`config.mk`:
```
export PLATFORM = sky130hd
export DESIGN_NAME = datapath_param_flat
export DESIGN_NICKNAME = d
export VERILOG_FILES = /design/src/rtl/datapath_param_if.sv /design/src/rtl/datapath_param.sv /design/src/flat_wrapper.sv
export SDC_FILE = /design/constraint.sdc
export NUM_CORES = 1
export LEC_CHECK = 0
export CORE_MARGIN = 2
export CORE_UTILIZATION = 35
export CTS_CLUSTER_SIZE = 10
export DETAILED_ROUTE_END_ITERATION = 12
export GPL_TIMING_DRIVEN = 0
export PLACE_DENSITY = 0.63
export SLEW_MARGIN = 25
export SYNTH_ARGS = -nofsm -noshare
export SYNTH_HDL_FRONTEND = slang
export SYNTH_SLANG_ARGS = --single-unit
```
`constraint.sdc`:
```
create_clock -name Clk -period 5.7 [get_ports Clk]
set_input_delay 1.14 -clock Clk [delete_from_list [all_inputs] [get_ports Clk]]
set_output_delay 1.14 -clock Clk [all_outputs]
set_load 0.02 [all_outputs]
```
`src/rtl/datapath_param_if.sv`:
```
// SLC-3 datapath control/status bundle: controller-driven loads, gates, mux selects, memory data in;
// datapath-driven architectural state out. Zero latency (wires only).
// Backpressure: memory read data is qualified by mem_ready; mdr_busy reports an outstanding MDR load.
interface datapath_param_if #(
    parameter int DW    = 16,
    parameter int LED_W = 12
);
    // register load enables
    logic             LD_MAR, LD_MDR, LD_IR, LD_BEN, LD_CC, LD_REG, LD_PC, LD_LED;
    // bus driver enables, one-hot or all zero
    logic             GatePC, GateMDR, GateALU, GateMARMUX;
    // 2:1 selects and MDR source select
    logic             SR2MUX, ADDR1MUX, MARMUX, DRMUX, SR1MUX, MIO_EN;
    // 4:1 selects and ALU operation
    logic [1:0]       PCMUX, ADDR2MUX, ALUK;
    // memory read data and its valid
    logic [DW-1:0]    MDR_in;
    logic             mem_ready;
    // registered architectural state
    logic [DW-1:0]    MAR, MDR, PC, IR;
    logic [LED_W-1:0] LED;
    logic             BEN, mdr_busy, bus_err;

    modport master (
        output LD_MAR, LD_MDR, LD_IR, LD_BEN, LD_CC, LD_REG, LD_PC, LD_LED,
        output GatePC, GateMDR, GateALU, GateMARMUX,
        output SR2MUX, ADDR1MUX, MARMUX, DRMUX, SR1MUX, MIO_EN,
        output PCMUX, ADDR2MUX, ALUK, MDR_in, mem_ready,
        input  MAR, MDR, PC, IR, LED, BEN, mdr_busy, bus_err
    );

    modport slave (
        input  LD_MAR, LD_MDR, LD_IR, LD_BEN, LD_CC, LD_REG, LD_PC, LD_LED,
        input  GatePC, GateMDR, GateALU, GateMARMUX,
        input  SR2MUX, ADDR1MUX, MARMUX, DRMUX, SR1MUX, MIO_EN,
        input  PCMUX, ADDR2MUX, ALUK, MDR_in, mem_ready,
        output MAR, MDR, PC, IR, LED, BEN, mdr_busy, bus_err
    );
endinterface

```
`src/rtl/datapath_param.sv`:
```
// SLC-3 datapath: PC/IR/MAR/MDR, 8xDW register file, CC, BEN, LED latch on one gated internal bus.
// Latency: all state updates at the next Clk edge; MDR memory loads take 1 edge, or k+1 edges when
// mem_ready is low for k cycles. Backpressure: mdr_busy is high while an MDR load waits on mem_ready.
// Ports: Clk, Reset (synchronous, active-low), dp (datapath_param_if.slave: controls in, state out).
module datapath_param #(
    parameter int DW    = 16,
    parameter int LED_W = 12
) (
    input  logic            Clk,
    input  logic            Reset,
    datapath_param_if.slave dp
);
    typedef enum logic {S_IDLE, S_WAIT} mdr_state_t;

    logic [DW-1:0]    pc_q, pc_d, ir_q, ir_d, mar_q, mar_d, mdr_q, mdr_d;
    logic [LED_W-1:0] led_q, led_d;
    logic [DW-1:0]    rf_q [8];
    logic             n_q, z_q, p_q, n_d, z_d, p_d;
    logic             ben_q, ben_d, err_q, err_d;
    mdr_state_t       state_q, state_d;

    logic [2:0]       sr1, sr2, dr;
    logic [DW-1:0]    sr1_val, sr2_val, alu_b, alu_out;
    logic [DW-1:0]    addr1, addr2, adder, marmux_out, bus;
    logic [3:0]       gates;
    logic             contention;
    logic             ir_unused;

    // ISA fields live in IR[15:0]; only the low 12 bits feed the datapath.
    assign ir_unused = ^ir_q[DW-1:12];

    assign sr1     = dp.SR1MUX ? ir_q[8:6] : ir_q[11:9];
    assign sr2     = ir_q[2:0];
    assign dr      = dp.DRMUX ? 3'b111 : ir_q[11:9];
    assign sr1_val = rf_q[sr1];
    assign sr2_val = rf_q[sr2];
    assign alu_b   = dp.SR2MUX ? {{(DW-5){ir_q[4]}}, ir_q[4:0]} : sr2_val;

    always_comb begin
        alu_out = '0;
        case (dp.ALUK)
            2'b00:   alu_out = sr1_val + alu_b;
            2'b01:   alu_out = sr1_val & alu_b;
            2'b10:   alu_out = ~sr1_val;
            default: alu_out = sr1_val;
        endcase
    end

    assign addr1 = dp.ADDR1MUX ? sr1_val : pc_q;

    always_comb begin
        addr2 = '0;
        case (dp.ADDR2MUX)
            2'b00:   addr2 = '0;
            2'b01:   addr2 = {{(DW-6){ir_q[5]}}, ir_q[5:0]};
            2'b10:   addr2 = {{(DW-9){ir_q[8]}}, ir_q[8:0]};
            default: addr2 = {{(DW-11){ir_q[10]}}, ir_q[10:0]};
        endcase
    end

    assign adder      = addr1 + addr2;
    assign marmux_out = dp.MARMUX ? adder : {{(DW-8){1'b0}}, ir_q[7:0]};

    // More than one gate set means at least two bits: x & (x-1) clears only the lowest one.
    assign gates      = {dp.GatePC, dp.GateMDR, dp.GateALU, dp.GateMARMUX};
    assign contention = (gates & (gates - 4'd1)) != 4'd0;

    // Contention and no-driver both fall to the default: bus reads as zero.
    always_comb begin
        bus = '0;
        case (gates)
            4'b1000: bus = pc_q;
            4'b0100: bus = mdr_q;
            4'b0010: bus = alu_out;
            4'b0001: bus = marmux_out;
            default: bus = '0;
        endcase
    end

    always_comb begin
        pc_d  = pc_q;
        ir_d  = dp.LD_IR  ? bus : ir_q;
        mar_d = dp.LD_MAR ? bus : mar_q;
        led_d = dp.LD_LED ? ir_q[LED_W-1:0] : led_q;
        n_d   = n_q;
        z_d   = z_q;
        p_d   = p_q;
        ben_d = ben_q;
        err_d = err_q | contention;
        if (dp.LD_PC) begin
            case (dp.PCMUX)
                2'b00:   pc_d = pc_q + DW'(1);
                2'b01:   pc_d = bus;
                2'b10:   pc_d = adder;
                default: pc_d = pc_q;
            endcase
        end
        if (dp.LD_CC) begin
            n_d = bus[DW-1];
            z_d = (bus == '0);
            p_d = !bus[DW-1] && (bus != '0);
        end
        // Uses the pre-edge CC, so a same-cycle LD_CC does not affect BEN.
        if (dp.LD_BEN) begin
            ben_d = (n_q & ir_q[11]) | (z_q & ir_q[10]) | (p_q & ir_q[9]);
        end
    end

    // MDR load sequencer; LD_MDR is ignored while a memory read is outstanding.
    always_comb begin
        state_d = state_q;
        mdr_d   = mdr_q;
        case (state_q)
            S_IDLE: begin
                if (dp.LD_MDR) begin
                    if (!dp.MIO_EN) begin
                        mdr_d = bus;
                    end else if (dp.mem_ready) begin
                        mdr_d = dp.MDR_in;
                    end else begin
                        state_d = S_WAIT;
                    end
                end
            end
            S_WAIT: begin
                if (dp.mem_ready) begin
                    mdr_d   = dp.MDR_in;
                    state_d = S_IDLE;
                end
            end
            default: state_d = S_IDLE;
        endcase
    end

    always_ff @(posedge Clk) begin
        if (!Reset) begin
            pc_q    <= '0;
            ir_q    <= '0;
            mar_q   <= '0;
            mdr_q   <= '0;
            led_q   <= '0;
            n_q     <= 1'b0;
            z_q     <= 1'b1;
            p_q     <= 1'b0;
            ben_q   <= 1'b0;
            err_q   <= 1'b0;
            state_q <= S_IDLE;
            for (int i = 0; i < 8; i++) rf_q[i] <= '0;
        end else begin
            pc_q    <= pc_d;
            ir_q    <= ir_d;
            mar_q   <= mar_d;
            mdr_q   <= mdr_d;
            led_q   <= led_d;
            n_q     <= n_d;
            z_q     <= z_d;
            p_q     <= p_d;
            ben_q   <= ben_d;
            err_q   <= err_d;
            state_q <= state_d;
            if (dp.LD_REG) rf_q[dr] <= bus;
        end
    end

    assign dp.PC       = pc_q;
    assign dp.IR       = ir_q;
    assign dp.MAR      = mar_q;
    assign dp.MDR      = mdr_q;
    assign dp.LED      = led_q;
    assign dp.BEN      = ben_q;
    assign dp.bus_err  = err_q;
    assign dp.mdr_busy = (state_q == S_WAIT);
endmodule

```
`src/flat_wrapper.sv`:
```
// flat-port wrapper written by rule: the top's interface ports become plain ports
module datapath_param_flat 
#(
    parameter int DW    = 16,
    parameter int LED_W = 12
)
  (Clk, Reset, dp_LD_MAR, dp_LD_MDR, dp_LD_IR, dp_LD_BEN, dp_LD_CC, dp_LD_REG, dp_LD_PC, dp_LD_LED, dp_GatePC, dp_GateMDR, dp_GateALU, dp_GateMARMUX, dp_SR2MUX, dp_ADDR1MUX, dp_MARMUX, dp_DRMUX, dp_SR1MUX, dp_MIO_EN, dp_PCMUX, dp_ADDR2MUX, dp_ALUK, dp_MDR_in, dp_mem_ready, dp_MAR, dp_MDR, dp_PC, dp_IR, dp_LED, dp_BEN, dp_mdr_busy, dp_bus_err);
  datapath_param_if #(.DW(DW), .LED_W(LED_W)) dp_i ();
  input  logic Clk;
  input  logic Reset;
  input wire logic [$bits(dp_i.LD_MAR)-1:0] dp_LD_MAR;
  input wire logic [$bits(dp_i.LD_MDR)-1:0] dp_LD_MDR;
  input wire logic [$bits(dp_i.LD_IR)-1:0] dp_LD_IR;
  input wire logic [$bits(dp_i.LD_BEN)-1:0] dp_LD_BEN;
  input wire logic [$bits(dp_i.LD_CC)-1:0] dp_LD_CC;
  input wire logic [$bits(dp_i.LD_REG)-1:0] dp_LD_REG;
  input wire logic [$bits(dp_i.LD_PC)-1:0] dp_LD_PC;
  input wire logic [$bits(dp_i.LD_LED)-1:0] dp_LD_LED;
  input wire logic [$bits(dp_i.GatePC)-1:0] dp_GatePC;
  input wire logic [$bits(dp_i.GateMDR)-1:0] dp_GateMDR;
  input wire logic [$bits(dp_i.GateALU)-1:0] dp_GateALU;
  input wire logic [$bits(dp_i.GateMARMUX)-1:0] dp_GateMARMUX;
  input wire logic [$bits(dp_i.SR2MUX)-1:0] dp_SR2MUX;
  input wire logic [$bits(dp_i.ADDR1MUX)-1:0] dp_ADDR1MUX;
  input wire logic [$bits(dp_i.MARMUX)-1:0] dp_MARMUX;
  input wire logic [$bits(dp_i.DRMUX)-1:0] dp_DRMUX;
  input wire logic [$bits(dp_i.SR1MUX)-1:0] dp_SR1MUX;
  input wire logic [$bits(dp_i.MIO_EN)-1:0] dp_MIO_EN;
  input wire logic [$bits(dp_i.PCMUX)-1:0] dp_PCMUX;
  input wire logic [$bits(dp_i.ADDR2MUX)-1:0] dp_ADDR2MUX;
  input wire logic [$bits(dp_i.ALUK)-1:0] dp_ALUK;
  input wire logic [$bits(dp_i.MDR_in)-1:0] dp_MDR_in;
  input wire logic [$bits(dp_i.mem_ready)-1:0] dp_mem_ready;
  output wire logic [$bits(dp_i.MAR)-1:0] dp_MAR;
  output wire logic [$bits(dp_i.MDR)-1:0] dp_MDR;
  output wire logic [$bits(dp_i.PC)-1:0] dp_PC;
  output wire logic [$bits(dp_i.IR)-1:0] dp_IR;
  output wire logic [$bits(dp_i.LED)-1:0] dp_LED;
  output wire logic [$bits(dp_i.BEN)-1:0] dp_BEN;
  output wire logic [$bits(dp_i.mdr_busy)-1:0] dp_mdr_busy;
  output wire logic [$bits(dp_i.bus_err)-1:0] dp_bus_err;
  assign dp_i.LD_MAR = dp_LD_MAR;
  assign dp_i.LD_MDR = dp_LD_MDR;
  assign dp_i.LD_IR = dp_LD_IR;
  assign dp_i.LD_BEN = dp_LD_BEN;
  assign dp_i.LD_CC = dp_LD_CC;
  assign dp_i.LD_REG = dp_LD_REG;
  assign dp_i.LD_PC = dp_LD_PC;
  assign dp_i.LD_LED = dp_LD_LED;
  assign dp_i.GatePC = dp_GatePC;
  assign dp_i.GateMDR = dp_GateMDR;
  assign dp_i.GateALU = dp_GateALU;
  assign dp_i.GateMARMUX = dp_GateMARMUX;
  assign dp_i.SR2MUX = dp_SR2MUX;
  assign dp_i.ADDR1MUX = dp_ADDR1MUX;
  assign dp_i.MARMUX = dp_MARMUX;
  assign dp_i.DRMUX = dp_DRMUX;
  assign dp_i.SR1MUX = dp_SR1MUX;
  assign dp_i.MIO_EN = dp_MIO_EN;
  assign dp_i.PCMUX = dp_PCMUX;
  assign dp_i.ADDR2MUX = dp_ADDR2MUX;
  assign dp_i.ALUK = dp_ALUK;
  assign dp_i.MDR_in = dp_MDR_in;
  assign dp_i.mem_ready = dp_mem_ready;
  assign dp_MAR = dp_i.MAR;
  assign dp_MDR = dp_i.MDR;
  assign dp_PC = dp_i.PC;
  assign dp_IR = dp_i.IR;
  assign dp_LED = dp_i.LED;
  assign dp_BEN = dp_i.BEN;
  assign dp_mdr_busy = dp_i.mdr_busy;
  assign dp_bus_err = dp_i.bus_err;
  datapath_param #(.DW(DW), .LED_W(LED_W)) u_core (.Clk(Clk), .Reset(Reset), .dp(dp_i));
endmodule
```
* Word level (Yosys, flattened, before mapping)
Memories as Yosys holds them, arrays and structs flattened. A register that Yosys moved wholly into a read port is not among the register bits.
Index checks and enable logic that the tools add are counted.
** Storage, ports and cells
- Register bits :: 82
- Bits in latches :: 0
- RAM bits :: 128
- ROM bits :: 0
- Input port bits :: 43
- Output and inout bits :: 79
- Word-level logic and storage cells :: 74
- Memories :: 1
** Cells by class
- Add/subtract/negate cells :: 4
- $mul :: 0
- Divide/modulo/power cells :: 0
- Order comparisons :: 0
- Equality and inequality tests :: 11
- Shifts and indexed selects :: 0
- Multiplexer cells :: 26
- Bitwise gates (word level) :: 10
- Reduce and logical (&&, ||, !) cells :: 11
** Memory list
- u_core.rf_q :: words 8, bits a word 16, read ports 2, clocked after Yosys merged registers in 1, wr ports 8, line datapath_param.sv:17 : logic [DW-1:0] rf_q [8];
** Operator list (number)
- one-hot mux 16 bit (3 select lines) :: 3
- two-way mux 16 bit :: 7
- one-hot mux 16 bit (4 select lines) :: 1
- adder 16 bit :: 2
- one-hot mux 16 bit (2 select lines) :: 1
- adder 16 x 1 -> 16 bit (second input constant) :: 1
- bitwise AND 16 bit :: 1
- zero test 16 bit :: 1
- inverter 16 bit :: 1
- nonzero test 16 bit :: 1
- OR reduction 16 bit :: 1
- two-way mux 3 bit :: 5
- two-way mux 1 bit :: 8
- == test 2 x 1 -> 1 bit (second input constant) :: 3
- == test 2 bit (second input constant) :: 3
- zero test 2 bit :: 3
- bitwise AND 4 bit :: 1
- == test 4 x 1 -> 1 bit (second input constant) :: 1
- == test 4 x 2 -> 1 bit (second input constant) :: 1
- == test 4 x 3 -> 1 bit (second input constant) :: 1
- == test 4 bit (second input constant) :: 1
- nonzero test 4 bit :: 1
- subtractor 4 x 1 -> 4 bit (second input constant) :: 1
- bitwise AND 1 bit :: 3
- other kinds (8) :: 10

* Depth between registers and ports, before layout
An unclocked memory read counts as a cell.
- Depth in word-level cells :: 9
- Depth in mapped cells :: 24
- Depth with buffers taken out :: 20

* Worst setup path before layout
Ideal clock, no wire load.
- Path type :: input to register
- Start :: input dp_SR1MUX
- End :: register u_core.p_q
- Arrival time :: 5326 ps
- Required time :: 5584 ps
- Slack :: 258 ps
- Stages :: 21
- Cells stage by stage :: buf_6 buf_4 inv_1 clkbuf_1 a211oi_1 o21ai_0 a211oi_1 nor2_1 mux2_2 ha_1 nor2b_1 o31a_1 o21ba_1 o31a_1 o41ai_1 o21ai_0 xor2_1 a221oi_1 and3_4 nand4_1 a41o_1
** On the way
- Longest elaborated chain between the ends :: 8
- Elaborated cells on any way between the ends :: 13
- Those cells by class :: add/sub: 2; mux: 5; bitwise: 2; reduce/logical: 3; memory: 1
** Ends and longest elaborated chain
- start: declaration :: line flat_wrapper.sv:27 : input wire logic [$bits(dp_i.SR1MUX)-1:0] dp_SR1MUX;
- two-way mux 3 bit * :: line datapath_param.sv:32 : assign sr1 = dp.SR1MUX ? ir_q[8:6] : ir_q[11:9];
- memory (8 x 16 bit) *
- two-way mux 16 bit :: line datapath_param.sv:49 : assign addr1 = dp.ADDR1MUX ? sr1_val : pc_q;
- adder 16 bit :: line datapath_param.sv:61 : assign adder = addr1 + addr2;
- two-way mux 16 bit :: line datapath_param.sv:62 : assign marmux_out = dp.MARMUX ? adder : {{(DW-8){1'b0}}, ir_q[7:0]};
- one-hot mux 16 bit (4 select lines) * :: line datapath_param.sv:71 : case (gates)
- nonzero test 16 bit or zero test 1 bit (tied branches) :: line datapath_param.sv:101 : p_d = !bus[DW-1] && (bus != '0);
- logical AND 1 bit * :: line datapath_param.sv:101
- end signal: assignment :: line datapath_param.sv:157 : p_q <= p_d;
- end: declaration :: line datapath_param.sv:18 : logic n_q, z_q, p_q, n_d, z_d, p_d;
Mark *: on every way between the ends. The rest lies on a longest branch, timed or not.
A chain may end at the register's enable or synchronous reset.

* Final worst setup path
- Start :: register u_core.ir_q[7], in the netlist u_core.dp.IR[7]
- End :: register u_core.p_q
** On the way
- Longest elaborated chain between the ends :: 8
- Elaborated cells on any way between the ends :: 14
- Those cells by class :: add/sub: 2; mux: 6; bitwise: 2; reduce/logical: 3; memory: 1
** Ends and longest elaborated chain
- start: declaration :: line datapath_param.sv:15 : logic [DW-1:0] pc_q, pc_d, ir_q, ir_d, mar_q, mar_d, mdr_q, mdr_d;
- start signal: assignment :: line datapath_param.sv:151 : ir_q <= ir_d;
- two-way mux 3 bit :: line datapath_param.sv:32
- memory (8 x 16 bit)
- two-way mux 16 bit :: line datapath_param.sv:49
- adder 16 bit :: line datapath_param.sv:61
- two-way mux 16 bit :: line datapath_param.sv:62
- one-hot mux 16 bit (4 select lines) * :: line datapath_param.sv:71
- nonzero test 16 bit or zero test 1 bit (tied branches) :: line datapath_param.sv:101
- logical AND 1 bit * :: line datapath_param.sv:101
Marked as above.

==> reports/qor.log <==
qor: status.run_status complete, no violations
qor: detailed_routing.route.detailed.drc 0
qor: layout.layout.cell_area.non_filler 16860 um2
qor: clocking.number_of_h_tree_levels 1
qor: placement.post_dp_cell_area 15730 um2
qor: clocking.clk_transition_reported_paths 0.06 ns
qor: placement.final_estimated_routing_congestion_in_global_placement 0.9955
qor: logic_synthesis.yosys.area_share.simple 17.67%
qor: power_and_ir_drop.report.power.total 4.577 mW
qor: critical_path.crit_required 6.15 ns
qor: critical_path.slowest_delay 0.47 ns
qor: detailed_routing.route.detailed.wl_per_inst 25.91 um
qor: critical_path.arrival 6.06 ns
qor: critical_path.startpoint_type flip-flop
qor: placement.dp_slack -1.676 ns
qor: power_and_ir_drop.power.ir.vdd_worst 0.2276 mV
qor: sta.timing.max_slew.rel_slack 27.42%
qor: placement.dpl.hpwl 41.47 mm
qor: sta.period_needed 5.610 ns
qor: detailed_routing.drt_first_iter_violations 1786
qor: layout.drive_above_1_share 12.69%
qor: sta.fin_hold_ws 0.4843 ns
qor: layout.diodes 0
qor: logic_synthesis.synthTopCellsByArea edfxtp_1, dfxtp_1, nor2_1, mux4_2, a21oi_1
qor: logic_synthesis.synth_seq_cells 213
qor: detailed_routing.drtPass1Iterations 6
qor: critical_path.critical_path_depth 21
qor: logic_synthesis.synth.mux.area_fraction 11.01%
qor: sta.timing.final.ws_setup 0.09009 ns
qor: global_route.initial_antenna_violation_count 1
qor: power_and_ir_drop.power_per_cell_area 271.4 nW/um2
qor: floorplan.placement_rows 73
qor: critical_path.critical_path_class flip-flop to flip-flop
qor: critical_path.critPathCaptureType flip-flop
qor: floorplan.floorplan.die.height 203.4 um
qor: logic_synthesis.post-synth-top-area-cell edfxtp_1
qor: clocking.cts_hold_repair.buffers 0
qor: global_route.first_pass_grt_wire_length 84.16 mm
qor: critical_path.critical_path.slowest_cell dfxtp_1
qor: floorplan.die_area 41360 um2
qor: sta.report.final.setup_viol 0
qor: logic_synthesis.async_flop_share 0%
qor: clocking.clk_path_buf_depth 3
qor: detailed_routing.avgViaCountPerCell 6.165
qor: logic_synthesis.mappedNetlistNets 1590
qor: sta.hold_viol 0
qor: sta.slew_worst_pin 1.080 ns
qor: sta.setup-tns-final 0 ns
qor: floorplan.initial_core_util 35.25%
qor: layout.final_core_utilization 42.74%
qor: layout.num-fill-cells 3942
qor: placement.numPlacedInstances 2152
qor: logic_synthesis.ys_seq_area_share 39.86%
qor: logic_synthesis.synth_cells 1511
qor: flow_run.cap_violations 0
qor: layout.syn_to_final_growth 21.23%
qor: logic_synthesis.synth-xor-area-share 1.511%
qor: global_route.overflow 0
qor: logic_synthesis.ys_dominant_reg_cell edfxtp_1
qor: logic_synthesis.synth_top_area_share 27.63%
qor: logic_synthesis.dominant_combinational_cell_family_by_area_after_synthesis compound AO/OA/AOI/OAI gates
qor: clocking.cts_root_buffer clkbuf_16
qor: critical_path.cp_top_family compound AO/OA/AOI/OAI gates
qor: logic_synthesis.count_of_cell_types_in_the_netlist 90
qor: floorplan.top_level_ports 122
qor: global_route.first_global_vias 13110
qor: placement.portBuffers 116
qor: clocking.tritoncts yes
qor: sta.grt_setup_unrepaired true
qor: critical_path.cpMostUsedCell buf_2
qor: floorplan.die_w 203.4 um
qor: detailed_routing.via_count 13640
qor: power_and_ir_drop.total_leakage_power 5.907 nW
qor: logic_synthesis.syn-mean-instance-area 9.206 um2
qor: logic_synthesis.synth_compound_gate_area_share 21.48%
qor: hold_path.timing.hold.worst_path_depth 2
qor: clocking.clock_latency 0.58 ns
qor: detailed_routing.ant_nets 0
qor: critical_path.critPathBufInv 5
qor: sta.timing_max_transition_violations_final 0
qor: global_route.grt_start_max_net_pins 17
qor: sta.fin_worst_skew 0.02508 ns
qor: floorplan.core_area 39460 um2
qor: sta.fmax 0.1783 GHz
qor: sta.fin_crit_sh 98.42%
qor: logic_synthesis.synth_edf_count 128
qor: layout.fin_cells 2212
qor: global_route.grt.total_usage 27.18%
qor: logic_synthesis.yosys_warnings 0
qor: logic_synthesis.adder_cell_share_of_the_synthesized_area 3.508%
qor: logic_synthesis.synth_area 13910 um2
qor: critical_path.sequence_of_cells_on_the_critical_path buf_2, buf_2, buf_2, a31oi_1, a211oi_2, buf_4, nor2_1, mux2_2, ha_4, nor2b_1, o31a_1, o21ba_2, o31a_1, o41ai_4, xor2_1, o2111ai_1, nor2_2, and3_1, nand4_1, buf_4, a41o_1
qor: detailed_routing.detail_route.wirelength 57.31 mm
qor: layout.layout.nets 1748
qor: clocking.clock-sinks 213
qor: critical_path.timing.reg2reg.worst_path_depth 21
qor: clocking.cts_buffers 27
qor: critical_path.crit_fanout 10
qor: hold_path.type_of_the_tightest_min_delay_check flip-flop to flip-flop
cells in the mapped netlist, types with 12 or more instances:
master,n
nor2_1,260
edfxtp_1,128
a21oi_1,123
nand2_1,114
clkbuf_1,92
dfxtp_1,85
o21ai_0,67
a211oi_1,61
mux2i_1,42
mux4_2,39
inv_1,35
ha_1,34
nand3_1,30
nor3_1,24
nor3b_1,20
nor2b_1,19
nand2b_1,17
o221a_2,17
a22oi_1,16
xnor2_1,16
mux2_2,15
buf_1,14
buf_2,14
a221oi_1,13
o211ai_1,13
o221ai_1,12
registers in the layout, indices dropped and copies added, names as in the netlist, 12 cells and up, named ones only:
| register | cells |
|---|---|
| u_core.rf_q | 128 |
| u_core.dp.IR | 16 |
| u_core.dp.MAR | 16 |
| u_core.dp.MDR | 16 |
| u_core.dp.PC | 16 |
| u_core.dp.LED | 12 |
layer usage:
| metal | track usage (%) | vias to the layer above | wire [um] |
|---|---|---|---|
| met5 | 0 | - | 0 |
| met4 | 14.57 | 0 | 3086 |
| met3 | 6.967 | 162 | 6561 |
| met2 | 40.19 | 862 | 24420 |
| met1 | 36.42 | 6646 | 23240 |
| li1 | - | 5967 | - |
placed cells by master (no fill, tap or decap), types with 18 or more instances in the layout:
master             n
clkbuf_1          82
inv_1             35
a21oi_1          120
o21ai_0           65
nor2b_1           19
clkbuf_16         27
clkdlybuf4s50_1  116
nand3_1           30
nor3_1            22
nor2_1           259
ha_1              32
dfxtp_1           84
nor3b_1           20
nand2_1          114
mux4_2            39
clkbuf_2          18
a211oi_1          56
edfxtp_1         128
mux2i_1           41
cells by family after synthesis:
logic type / after synthesis
AND/OR/NAND/NOR: 540
XOR/XNOR: 24
adder cells (fa/ha/maj): 38
AO/OA/AOI/OAI: 431
flip-flops: 213
buffers and inverters: 165
multiplexers: 100
where the power goes:
group | switching (mW) | internal (mW) | leakage (nW)
Clock | 0.690 | 0.940 | 0.396
Sequential | 0.0795 | 1.71 | 2.03
Combinational | 0.724 | 0.436 | 3.48
Total | 1.49 | 3.08 | 5.91
tightest hold or removal path: stages, from the launching register on:
cell and delay, ns:
dfxtp_1 0.31, nor2_1 0.08, a211oi_1 0.05
path summary, 6_finish.rpt:
path                            to        startpoint  slack (ns)
setup / recovery        u_core.p_q   u_core.dp.IR[7]        0.09
hold / removal    u_core.dp.MAR[9]  u_core.dp.MAR[9]        0.48
setup reg to reg        u_core.p_q   u_core.dp.IR[7]        0.09
hold reg to reg   u_core.dp.MAR[9]  u_core.dp.MAR[9]        0.48
what timing repair did:
item                                    CTS  global route
resized for setup                        27            64
cloned                                    0             0
pin swaps                                 3            15
buffers inserted                          2            11
endpoints found under the setup margin  153           127
layout make-up:
| type | instances | area [um2] | area share, % |
|---|---|---|---|
| Buffer | 128 | 624.3 | 3.702 |
| Clock buffer | 43 | 785.8 | 4.659 |
| Clock inverter | 4 | 40.04 | 0.2374 |
| Inverter | 36 | 135.1 | 0.8013 |
| Multi-Input combinational cell | 1133 | 7811 | 46.32 |
| Sequential cell | 213 | 5547 | 32.89 |
| Tap cell | 525 | 656.9 | 3.895 |
| Timing Repair Buffer | 130 | 1264 | 7.494 |
(Power assumes the default switching activity.)
==> edit 1 (same flow settings) <==
Take the reset off `ir_q` and load it in a clocked block of its own.
--- a/src/rtl/datapath_param.sv
+++ b/src/rtl/datapath_param.sv
@@ -135,7 +135,6 @@
     always_ff @(posedge Clk) begin
         if (!Reset) begin
             pc_q    <= '0;
-            ir_q    <= '0;
             mar_q   <= '0;
             mdr_q   <= '0;
             led_q   <= '0;
@@ -148,7 +147,6 @@
             for (int i = 0; i < 8; i++) rf_q[i] <= '0;
         end else begin
             pc_q    <= pc_d;
-            ir_q    <= ir_d;
             mar_q   <= mar_d;
             mdr_q   <= mdr_d;
             led_q   <= led_d;
@@ -162,6 +160,10 @@
         end
     end
 
+    always_ff @(posedge Clk) begin
+        ir_q <= ir_d;
+    end
+
     assign dp.PC       = pc_q;
     assign dp.IR       = ir_q;
     assign dp.MAR      = mar_q;
Check against the original RTL: not equivalent (Yosys sat finds a counterexample within 4 cycles, from zero or initial values and one cycle with Reset low).
==> edit 1 against the unedited design <==
Utilization grew 0.45 points; total power shrank 0.67%; final area shrank 3.3%; sequential share of layout area grew 2.1 points; combinational power grew 10%; wire length shrank 12%; sequential cell count is the same; worst setup slack gained 0.040 ns; synthesized area shrank 3.5%; critical path type unchanged; critical endpoint is now u_core.z_q; largest cell class unchanged.
==> edit 1: results (changes against the unedited design) <==
stage;metric;value;unit;change
cells_and_area;Final nets;1642;;was 1748
cells_and_area;FILL cells;3668;;was 3942
min_path;HP Start;u_core.dp.bus_err;;was u_core.dp.MAR[9]
place;gpl congestion;0.9536;;was 0.9955
sta;Rel. slew slack;31.23;%;was 27.42%
power_and_ir_drop;Pleak;5.954;nW;was 5.907 nW
worst_setup_path;critical path's largest stage delay;0.54;ns;was 0.47 ns
drt;met3 WL;3902;um;was 6561 um
worst_setup_path;R2R Setup Slk;0.13;ns;was 0.09 ns
outcome;outcome;complete, no violations;;unchanged
drt;Initial DRC Count;1188;;was 1786
grt;overall global routing resource usage;25.27;%;was 27.18%
grt;largest net degree at the start of global routing;18;;was 17
logic_synthesis;largest cells by area after synthesis;edfxtp_1 32%, dfxtp_1 10%, nor2_1 7.0%, mux4_2 6.5%, mux2i_1 5.4%;;was edfxtp_1 28%, dfxtp_1 12%, nor2_1 7.0%, mux4_2 6.3%, a21oi_1 4.4%
cells_and_area;layout cells sized above 1;11.51;%;was 12.69%
worst_setup_path;slowest CP cell;clkbuf_1;;was dfxtp_1
worst_setup_path;Top Family by Delay on Critical Path;simple AND/OR/NAND/NOR gates;;was compound AO/OA/AOI/OAI gates
drt;drt wl/cell;24.23;um;was 25.91 um
min_path;Hold Path Class;reg -> reg;;unchanged
logic_synthesis;count of flip-flops with a built-in enable after synthesis;144;;was 128
drt;met1 WL;20220;um;was 23240 um
logic_synthesis;Distinct cells, synth;85;;was 90
place;Cell Count Post-Placement;2029;;was 2152
sta;Fin Clk Skew;0.03994;ns;was 0.02508 ns
logic_synthesis;Post-synth top cells;252 x nor2_1, 144 x edfxtp_1, 99 x a21oi_1, 99 x nand2_1, 76 x clkbuf_1;;was 260 x nor2_1, 128 x edfxtp_1, 123 x a21oi_1
clocking;clk_lat worst skew;0.56;ns;was 0.58 ns
grt;initial antenna violation count;0;;was 1
min_path;worst hold endpoint;u_core.dp.bus_err;;was u_core.dp.MAR[9]
place;IO buf count;117;;was 116
power_and_ir_drop;peak supply drop;0.0002136;V;was 0.0002276 V
drt;first-pass detailed-route iteration total;7;;was 6
drt;wire length on met2;23610;um;was 24420 um
clocking;clk root buf;clkbuf_16;;unchanged
logic_synthesis;Mapped Nets;1479;;was 1590
logic_synthesis;cell count after synthesis;1400;;was 1511
place;HPWL after detailed placement;37130;um;was 41470 um
worst_setup_path;Critical Path End;u_core.z_q;;was u_core.p_q
worst_setup_path;worst r2r src;u_core.dp.IR[7];;unchanged
clocking;CTS Buf Count;25;;was 27
drt;vias per cell;5.787;;was 6.165
drt;vias;12110;;was 13640
logic_synthesis;sequential area share after synthesis;42.51;%;was 39.86%
-- edit 1: cell families (layout without fill, tap and decap cells) --
| family | count (synthesis) | after routing | share of synthesized area (%) |
|---|---|---|---|
| multiplexers | 127 | 127 | 13.49 |
| XOR/XNOR | 18 | 18 | 1.175 |
| flip-flops | 213 | 213 | 42.51 |
| AND/OR/NAND/NOR | 495 | 495 | 16.58 |
| buffers and inverters | 155 | 336 | 4.801 |
| adder cells (fa/ha/maj) | 37 | 37 | 3.542 |
| AO/OA/AOI/OAI | 355 | 355 | 17.90 |
-- edit 1: area by class of cell --
cell class                 instances  area share [%]
buffer                           100           2.824
clock buffer                      43           4.251
clock inverter                     2         0.08441
inverter                          55           1.266
multi-input combinational       1032           44.46
sequential                       213           34.99
tap                              511           3.921
timing repair buffer             136           8.196
-- edit 1: metrics by stage --
step                cell area [um2]  TNS [ns]  hold WS (ns)  utilization, %  setup slack [ns]
finish                        16300         0        0.4472           43.18            0.1303
global route                  16300         0        0.4774           43.18          0.005603
CTS                           16270         0        0.4536           43.09            0.1248
detailed placement            15260   -186.03        0.4450           40.42            -1.647
global placement              15230   -182.49        0.4382           40.34            -1.601
floorplan                     13420         0        0.4523               -            0.3986
-- edit 1: metal layers --
layer  global-route usage [%]  up-vias
li1                         -     5531
met1                    31.62     5849
met2                    42.10      579
met3                    3.948      147
met4                    13.53        0
met5                        0        -
-- edit 1: where the power goes --
group          leakage [nW]  total, mW  switching, mW  internal, mW
registers              2.06       1.81         0.0777          1.73
clock network         0.338       1.45          0.637         0.817
logic                  3.56       1.28          0.773         0.509
total                  5.95       4.55           1.49          3.06
-- edit 1: what timing repair did --
item,4_1_cts,5_1_grt
setup buffers,14,4
gates cloned,0,0
setup endpoints to repair,171,75
pin swaps,4,1
resized for setup,42,3
==> edit 2 (same settings) <==
Without the edit above. `LED_W` is set to 12 in 3 places; all go to 16.
--- a/src/rtl/datapath_param_if.sv
+++ b/src/rtl/datapath_param_if.sv
@@ -3,7 +3,7 @@
 // Backpressure: memory read data is qualified by mem_ready; mdr_busy reports an outstanding MDR load.
 interface datapath_param_if #(
     parameter int DW    = 16,
-    parameter int LED_W = 12
+    parameter int LED_W = 16
 );
     // register load enables
     logic             LD_MAR, LD_MDR, LD_IR, LD_BEN, LD_CC, LD_REG, LD_PC, LD_LED;
--- a/src/rtl/datapath_param.sv
+++ b/src/rtl/datapath_param.sv
@@ -4,7 +4,7 @@
 // Ports: Clk, Reset (synchronous, active-low), dp (datapath_param_if.slave: controls in, state out).
 module datapath_param #(
     parameter int DW    = 16,
-    parameter int LED_W = 12
+    parameter int LED_W = 16
 ) (
     input  logic            Clk,
     input  logic            Reset,
--- a/src/flat_wrapper.sv
+++ b/src/flat_wrapper.sv
@@ -2,7 +2,7 @@
 module datapath_param_flat 
 #(
     parameter int DW    = 16,
-    parameter int LED_W = 12
+    parameter int LED_W = 16
 )
   (Clk, Reset, dp_LD_MAR, dp_LD_MDR, dp_LD_IR, dp_LD_BEN, dp_LD_CC, dp_LD_REG, dp_LD_PC, dp_LD_LED, dp_GatePC, dp_GateMDR, dp_GateALU, dp_GateMARMUX, dp_SR2MUX, dp_ADDR1MUX, dp_MARMUX, dp_DRMUX, dp_SR1MUX, dp_MIO_EN, dp_PCMUX, dp_ADDR2MUX, dp_ALUK, dp_MDR_in, dp_mem_ready, dp_MAR, dp_MDR, dp_PC, dp_IR, dp_LED, dp_BEN, dp_mdr_busy, dp_bus_err);
   datapath_param_if #(.DW(DW), .LED_W(LED_W)) dp_i ();
Ports: changed (resized dp_LED); port bits go from 122 to 126. No check against the original RTL was run, so the function may have changed too.
==> edit 2 against the unedited design <==
Sequential cell count grew 4; synthesized cell count grew 3.6%; first-iteration DRC count rose by 14%; global-route usage rose by 1.5 points; final area grew 3.1%; total power is 1.0% higher; hold slack worse by 0.0092 ns; synthesized area is 3.4% higher; wire length increased by 9.3%; worst setup slack got worse by 0.075 ns; largest cell class unchanged; largest power group unchanged.
==> edit 2: results (changes against the unedited design) <==
stage;metric;value;unit;change
worst_setup_path;Worst R2R Path Depth;16;;was 21
drt;vias;14260;;was 13640
place;IO buf count;119;;was 116
power_and_ir_drop;peak supply drop;0.0002254;V;was 0.0002276 V
cells_and_area;FILL cells;3984;;was 3942
grt;overall global routing resource usage;28.68;%;was 27.18%
worst_setup_path;slowest CP cell;clkdlybuf4s50_1;;was dfxtp_1
logic_synthesis;sequential area share after synthesis;39.12;%;was 39.86%
worst_setup_path;Critical Path AT;6.14;ns;was 6.06 ns
power_and_ir_drop;Pleak;6.523;nW;was 5.907 nW
sta;Hold WS;0.4750;ns;was 0.4843 ns
sta;Rel. slew slack;30.72;%;was 27.42%
cells_and_area;Final nets;1807;;was 1748
drt;drt wl/cell;27.51;um;was 25.91 um
place;Cell Count Post-Placement;2217;;was 2152
place;pre-CTS WS;-2.054;ns;was -1.676 ns
logic_synthesis;Distinct cells, synth;92;;was 90
worst_setup_path;R2R Setup Slk;0.05;ns;was 0.09 ns
place;HPWL after detailed placement;45740;um;was 41470 um
grt;vias in the first global route;13260;;was 13110
logic_synthesis;Mapped Nets;1645;;was 1590
min_path;worst hold endpoint;u_core.dp.MAR[5];;was u_core.dp.MAR[9]
sta;final worst-path setup slack;0.01514;ns;was 0.09009 ns
place;gpl congestion;0.9787;;was 0.9955
power_and_ir_drop;Sw Ratio;33.75;%;was 32.64%
sta;Fin Clk Skew;0.02932;ns;was 0.02508 ns
worst_setup_path;CP startpoint;dp_SR2MUX;;was u_core.dp.IR[7]
logic_synthesis;largest cells by area after synthesis;edfxtp_1 27%, dfxtp_1 12%, nor2_1 5.7%, mux4_2 5.3%, nand2_1 4.1%;;was edfxtp_1 28%, dfxtp_1 12%, nor2_1 7.0%, mux4_2 6.3%, a21oi_1 4.4%
drt;first-pass detailed-route iteration total;5;;was 6
cells_and_area;layout cells sized above 1;11.86;%;was 12.69%
logic_synthesis;Post-Syn Area per Cell;9.183;um2;was 9.206 um2
place;area post-placement;0.01625;mm2;was 0.01573 mm2
outcome;outcome;complete, no violations;;unchanged
drt;Initial DRC Count;2037;;was 1786
-- edit 2: changes by cell type after synthesis, sizes merged, moves of 11 or more --
cell / change
nor2: -43
o211a: +35
a21oi: -34
nand2: +44
mux2i: +11
a211oi: -36
o211ai: +12
nor2b: +39
-- edit 2: cells by family (layout without fill, tap and decap cells) --
logic type / after synthesis / in the layout / synth area share (%)
buf+inv: 154 / 334 / 4.611
xor+xnor: 18 / 18 / 1.096
simple gates: 602 / 602 / 19.81
flops: 217 / 217 / 39.12
mux: 99 / 99 / 10.02
fa+ha+maj: 37 / 37 / 3.306
compound gates: 439 / 439 / 22.04
-- edit 2: repair_timing --
action | CTS | global route
endpoints found under the setup margin | 181 | 127
pin swaps | 4 | 5
gates resized for setup | 47 | 31
buffers inserted | 9 | 5
-- edit 2: area by class of cell --
class | instances | area, um2 | share of cell area, %
well taps | 532 | 665.6 | 3.828
multi-input cells | 1195 | 8318 | 47.84
clock inverters | 7 | 48.80 | 0.2807
repair buffers | 133 | 1291 | 7.427
flip-flops and latches | 217 | 5625 | 32.35
inverters | 32 | 123.9 | 0.7124
plain buffers | 122 | 589.3 | 3.389
clock buffers | 40 | 724.4 | 4.167
-- edit 2: layer usage --
| metal | vias up | wire length [um] | GRT usage (%) | share of wire (%) |
|---|---|---|---|---|
| li1 | 6192 | - | - | - |
| met1 | 6941 | 25820 | 40.57 | 41 |
| met2 | 950 | 25960 | 40.97 | 41 |
| met3 | 175 | 7772 | 7.771 | 12 |
| met4 | 0 | 3104 | 12.34 | 5.0 |
| met5 | - | 0 | 0 | 0 |
-- edit 2: stage by stage --
step           utilization (%)  total power [mW]
3_3_place_gp             39.86             2.974
5_1_grt                  42.68             4.758
3_5_place_dp             39.90             2.980
4_1_cts                  42.36             4.564
2_1_floorplan                -             2.528
6_report                 42.68             4.623
